File: src/rtl/tw_gen.sv
// Twiddle table writer: fills a RAM with root^k*R mod Q (Montgomery domain)
// at bit-reversed addresses, one bit-serial Montgomery multiply per entry.
module tw_gen #(
  parameter int              LOGN = 3,
  parameter int              LOGQ = 64,
  parameter logic [LOGQ-1:0] Q    = 64'd9223372036855300097
) (
  input  logic            clk,
  input  logic            rst,
  input  logic            start,
  input  logic [LOGQ-1:0] root_in,
  input  logic [LOGQ-1:0] one_in,
  output logic            busy,
  output logic            done,
  output logic            we,
  output logic [LOGN-1:0] waddr,
  output logic [LOGQ-1:0] wdata
);

  localparam int              IW        = (LOGQ > 1) ? $clog2(LOGQ) : 1;
  localparam logic [LOGN-1:0] K_LAST    = LOGN'((1 << LOGN) - 1);
  localparam logic [IW-1:0]   I_LAST    = IW'(LOGQ - 1);
  localparam logic [LOGQ:0]   Q_HALF_UP = ({1'b0, Q} + (LOGQ+1)'(1)) >> 1;

  typedef enum logic [2:0] {IDLE, WR, MUL, CORR, DONE} state_t;

  function automatic logic [LOGN-1:0] bitrev(input logic [LOGN-1:0] x);
    logic [LOGN-1:0] r;
    for (int b = 0; b < LOGN; b++) r[b] = x[LOGN-1-b];
    return r;
  endfunction

  state_t          state_q, state_d;
  logic [LOGQ-1:0] root_q, root_d;
  logic [LOGQ-1:0] cur_q, cur_d;
  logic [LOGQ:0]   acc_q, acc_d;
  logic [LOGN-1:0] k_q, k_d;
  logic [IW-1:0]   i_q, i_d;
  logic            busy_q, busy_d;
  logic            done_q, done_d;
  logic            we_q, we_d;
  logic [LOGN-1:0] waddr_q, waddr_d;
  logic [LOGQ-1:0] wdata_q, wdata_d;

  logic [LOGQ+1:0] t_sum;
  logic [LOGQ:0]   acc_step;
  logic [LOGQ-1:0] acc_sub;
  logic [LOGQ-1:0] cur_red;
  logic [LOGN-1:0] k_inc;

  // Both t_sum and Q are odd in the add-Q case, so (t+Q)>>1 == (t>>1) + (Q+1)/2.
  assign t_sum    = {1'b0, acc_q} + (cur_q[i_q] ? {2'b00, root_q} : '0);
  assign acc_step = t_sum[LOGQ+1:1] + (t_sum[0] ? Q_HALF_UP : '0);
  assign acc_sub  = acc_q[LOGQ-1:0] - Q;
  assign cur_red  = (acc_q >= {1'b0, Q}) ? acc_sub : acc_q[LOGQ-1:0];
  assign k_inc    = k_q + LOGN'(1);

  always_comb begin
    state_d = state_q;
    root_d  = root_q;
    cur_d   = cur_q;
    acc_d   = acc_q;
    k_d     = k_q;
    i_d     = i_q;
    busy_d  = 1'b0;
    done_d  = 1'b0;
    we_d    = 1'b0;
    waddr_d = waddr_q;
    wdata_d = wdata_q;
    unique case (state_q)
      IDLE: begin
        if (start) begin
          root_d  = root_in;
          cur_d   = one_in;
          k_d     = '0;
          state_d = WR;
          busy_d  = 1'b1;
          we_d    = 1'b1;
          waddr_d = '0;
          wdata_d = one_in;
        end
      end
      WR: begin
        if (k_q == K_LAST) begin
          state_d = DONE;
          done_d  = 1'b1;
        end else begin
          acc_d   = '0;
          i_d     = '0;
          state_d = MUL;
          busy_d  = 1'b1;
        end
      end
      MUL: begin
        acc_d  = acc_step;
        i_d    = i_q + IW'(1);
        busy_d = 1'b1;
        if (i_q == I_LAST) state_d = CORR;
      end
      CORR: begin
        cur_d   = cur_red;
        k_d     = k_inc;
        state_d = WR;
        busy_d  = 1'b1;
        we_d    = 1'b1;
        waddr_d = bitrev(k_inc);
        wdata_d = cur_red;
      end
      DONE: state_d = IDLE;
      default: state_d = IDLE;
    endcase
  end

  always_ff @(posedge clk or posedge rst) begin
    if (rst) begin
      state_q <= IDLE;
      root_q  <= '0;
      cur_q   <= '0;
      acc_q   <= '0;
      k_q     <= '0;
      i_q     <= '0;
      busy_q  <= 1'b0;
      done_q  <= 1'b0;
      we_q    <= 1'b0;
      waddr_q <= '0;
      wdata_q <= '0;
    end else begin
      state_q <= state_d;
      root_q  <= root_d;
      cur_q   <= cur_d;
      acc_q   <= acc_d;
      k_q     <= k_d;
      i_q     <= i_d;
      busy_q  <= busy_d;
      done_q  <= done_d;
      we_q    <= we_d;
      waddr_q <= waddr_d;
      wdata_q <= wdata_d;
    end
  end

  assign busy  = busy_q;
  assign done  = done_q;
  assign we    = we_q;
  assign waddr = waddr_q;
  assign wdata = wdata_q;

endmodule

File: config.mk
export PLATFORM = sky130hd
export DESIGN_NAME = tw_gen
export DESIGN_NICKNAME = d
export VERILOG_FILES = /design/src/rtl/tw_gen.sv
export SDC_FILE = /design/constraint.sdc
export NUM_CORES = 1
export LEC_CHECK = 0
export ABC_AREA = 1
export CELL_PAD_IN_SITES_DETAIL_PLACEMENT = 1
export CELL_PAD_IN_SITES_GLOBAL_PLACEMENT = 2
export CORE_MARGIN = 10
export CORE_UTILIZATION = 33
export DETAILED_ROUTE_END_ITERATION = 10
export PLACE_DENSITY = 0.95
export RECOVER_POWER = 50
export SLEW_MARGIN = 20
export SYNTH_ARGS = -nofsm -noshare
export SYNTH_HDL_FRONTEND = slang
export SYNTH_SLANG_ARGS = --single-unit
File: constraint.sdc
create_clock -name clk -period 13.21 [get_ports clk]
set_input_delay 1.321 -clock clk [delete_from_list [all_inputs] [get_ports clk]]
set_output_delay 1.321 -clock clk [all_outputs]
set_load 0.1 [all_outputs]
==> flow_summary.toml <==
[clocking]
cts_sinks = 208
cts_buffers = 28
cts_tree = "done"
cts_resized = 0
clkLatencyLatePin_ns = 0.61
cts_hold_buf = 0
h-tree-depth = 1
root_buffer = "clkbuf_16"
clock_path_buffers = 3
path_clk_slew_ns = 0.06
post-cts-setup-buffers = 0

[worst_setup_path]
path_cells = "inv_1 > nand2_1 > nor2_4 > clkbuf_1 > inv_1 > o21ai_0 > clkbuf_1 > clkinv_1 > buf_4 > nand2_1 > nand2_1"
max_stage_delay_ns = 2.12
path_class = "flip-flop to flip-flop"
slowest_stage = "clkbuf_1"
crit_required_ns = 13.67
crit_path_start_kind = "flip-flop"
critPathCaptureType = "flip-flop"
cp_num_buf_inv = 6
critPathTopFamily = "buffers and inverters"
crit_top_cell = "nand2_1"
crit_fanout = 54
arrival_ns = 8.00

[global_route]
grt-ovfl-total = 0
grt_use_total_pct = 23.9
grt_pass1_vias = 22999
grt_pass1_wl_mm = 132
antenna_found_initial = 0
gr-usage-met1_pct = 31.8
use_met2_pct = 39.2
grt_use_met3_pct = 2.66
grt_max_degree = 84
grt.busiest_layer = "met2"

[run_status]
outcome = "finished with violations"
violations = "capacitance limit, slew limit"

[final_layout]
syn_to_final_growth_pct = 19.5
fin_util_pct = 39.9
finalNetCount = 3834
antenna_cells = 0
drive_gt1_share_pct = 2.90
design_area_mm2 = 0.0236

[logic_synthesis]
syn-instance-count = 3464
synth_edf_count = 0
post_synth_instance_area_mm2 = 0.0198
async_flop_share_pct = 100
synth_seq_area_share_pct = 26.3
synth_flop_cell = "dfrtp_1"
syn_nets = 3669
yosys.cell_types.count = 50
syn-mean-instance-area_um2 = 5.71
yosys_warnings = 0
ys_ff_latch = 208

[sta]
slew_viol_final = 445
grt_setup_unrepaired = "no"
fmax_mhz = 133
fin_crit_sh_pct = 57.1
maxSlewHeadroom_pct = -153
hold_viol = 0
fin_skew_ns = 0.0169
tightest_slew_ns = 3.80
setup_viol = 0
hold_ws_ns = 0.510
tns_ns = 0
period_minus_slack_ns = 7.54

[place]
routabilityCongestion = 0.955
dpl_cell_area_mm2 = 0.0226
portBuffers = 200
dp_hpwl_mm = 70.9

[floorplan]
io_pins = 201
fp.dieW_um = 265
fp.dieH_um = 265
rows = 89
design.core.area_mm2 = 0.0591
dieArea_mm2 = 0.0701
start_util_pct = 33.4

[detailed_routing]
drc = 0
drt.antenna.violating_nets = 0
vias_per_cell = 5.07
drt_wl_total_mm = 85.7
dr.pass1.iters = 5
drt-initial-drc-count = 1290
wl_per_cell_um = 19.4
vias = 22412

[run]
maxCapViolCount = 7

[min_path]
hold_path_class = "flip-flop to flip-flop"
## cell usage in the layout, fill, tap and decap left out, types with 4 or more instances in the layout
master / netlist / routed
xor2_1: 47 / 47
nand3b_1: 16 / 16
nor2_1: 574 / 572
nor2_4: 3 / 5
xnor2_1: 5 / 5
a22o_1: 4 / 4
clkinv_2: 0 / 4
nor3_1: 36 / 36
buf_4: 0 / 7
nand3_1: 170 / 170
a21oi_1: 154 / 154
o221ai_1: 10 / 10
nand2_1: 1090 / 1089
clkdlybuf4s50_1: 0 / 198
o21ai_0: 196 / 196
bufinv_16: 0 / 8
clkbuf_1: 66 / 8
nor2_2: 11 / 11
clkbuf_16: 0 / 28
nor4_1: 11 / 11
inv_1: 620 / 617
nand2_2: 8 / 9
and2_1: 4 / 4
o21ai_1: 11 / 11
o22ai_1: 31 / 31
o32ai_1: 4 / 4
nand4_1: 51 / 51
dfrtp_1: 208 / 208
ha_1: 73 / 73
nand3_2: 13 / 13
## Yosys cell counts (all sizes together), types with 2 or more instances
master / number / share of area (%)
nand3b: 16 / 0.61
xor2: 49 / 2.2
clkinv: 3 / 0.057
inv: 621 / 12
dfrtp: 208 / 26
ha: 73 / 4.6
nand2: 1100 / 21
a32o: 3 / 0.15
a211oi: 3 / 0.11
a31oi: 2 / 0.063
o21bai: 2 / 0.076
a21oi: 155 / 3.9
o32ai: 4 / 0.18
xnor2: 5 / 0.22
nor4: 11 / 0.35
and2: 4 / 0.13
clkbuf: 66 / 1.3
o221ai: 10 / 0.44
o22ai: 31 / 0.98
nor2: 588 / 11
nand4: 51 / 1.6
o2111ai: 2 / 0.089
and3: 3 / 0.095
a22o: 4 / 0.18
nor3: 38 / 1.0
buf: 11 / 0.23
o21ai: 207 / 5.2
nand3: 183 / 5.0
## state kept, by name (all words and copies together), names as in the netlist
register  count
done          1
k_q           2
busy          1
root_q       64
wdata        64
state_q       3
waddr         1
i_q           6
we            1
acc_q        65
## tightest hold or removal path, cell delays in order (launching register included)
cell and delay [ns]:
dfrtp_1 0.32, inv_1 0.05, a21oi_1 0.11
## per-stage QoR
step,worst slack [ns],instances
after floorplan,6.21,3464
after global placement,6.31,4372
after detailed placement,6.12,4372
after CTS,6.04,4424
after global routing,4.96,4424
final,5.67,4424
## final timing paths
check | to | slack, ns | start | cells after the start
min in group asynchronous | wdata[1]$_DFFE_PP0P_ | 2.30 | rst | 2
max in group asynchronous | wdata[52]$_DFFE_PP0P_ | 6.18 | rst | 3
min | root_q[40]$_DFFE_PP0P_ | 0.51 | root_q[40]$_DFFE_PP0P_ | 2
min reg2reg | root_q[40]$_DFFE_PP0P_ | 0.51 | root_q[40]$_DFFE_PP0P_ | 2
max | acc_q[48]$_DFFE_PP0P_ | 5.67 | state_q[2]$_DFFE_PP0P_ | 11
max reg2reg | acc_q[48]$_DFFE_PP0P_ | 5.67 | state_q[2]$_DFFE_PP0P_ | 11
## routing by layer
layer | up-vias | share of wire (%)
met1 | 10610 | 46
met3 | 135 | 4.8
met4 | 0 | 4.1
li1 | 11108 | -
met2 | 559 | 45
met5 | - | 0
## cells by family (layout without fill, tap and decap cells)
kind of cell / Yosys count / count (layout) / share of synthesized area, %
xor gates and xnor gates: 54 / 54 / 2.47
buffers and inverters: 701 / 888 / 13.3
and+or+nand+nor: 1996 / 1996 / 41.3
adders and majority gates: 74 / 74 / 4.72
AOI/OAI and AO/OA: 430 / 430 / 11.8
DFF: 208 / 208 / 26.3
muxes: 1 / 1 / 0.0570
## cell type report
class,instances,area (µm²)
clock buffer,34,753
sequential,208,5200
fill,8042,35500
inverter,624,2340
timing repair buffer,212,2070
multi-input combinational,2555,11900
tap,773,967
clock inverter,18,332
Power is left out: the tool's default activity adds up to more than one toggle a clock period on the data nets, which glitch-free logic cannot reach.
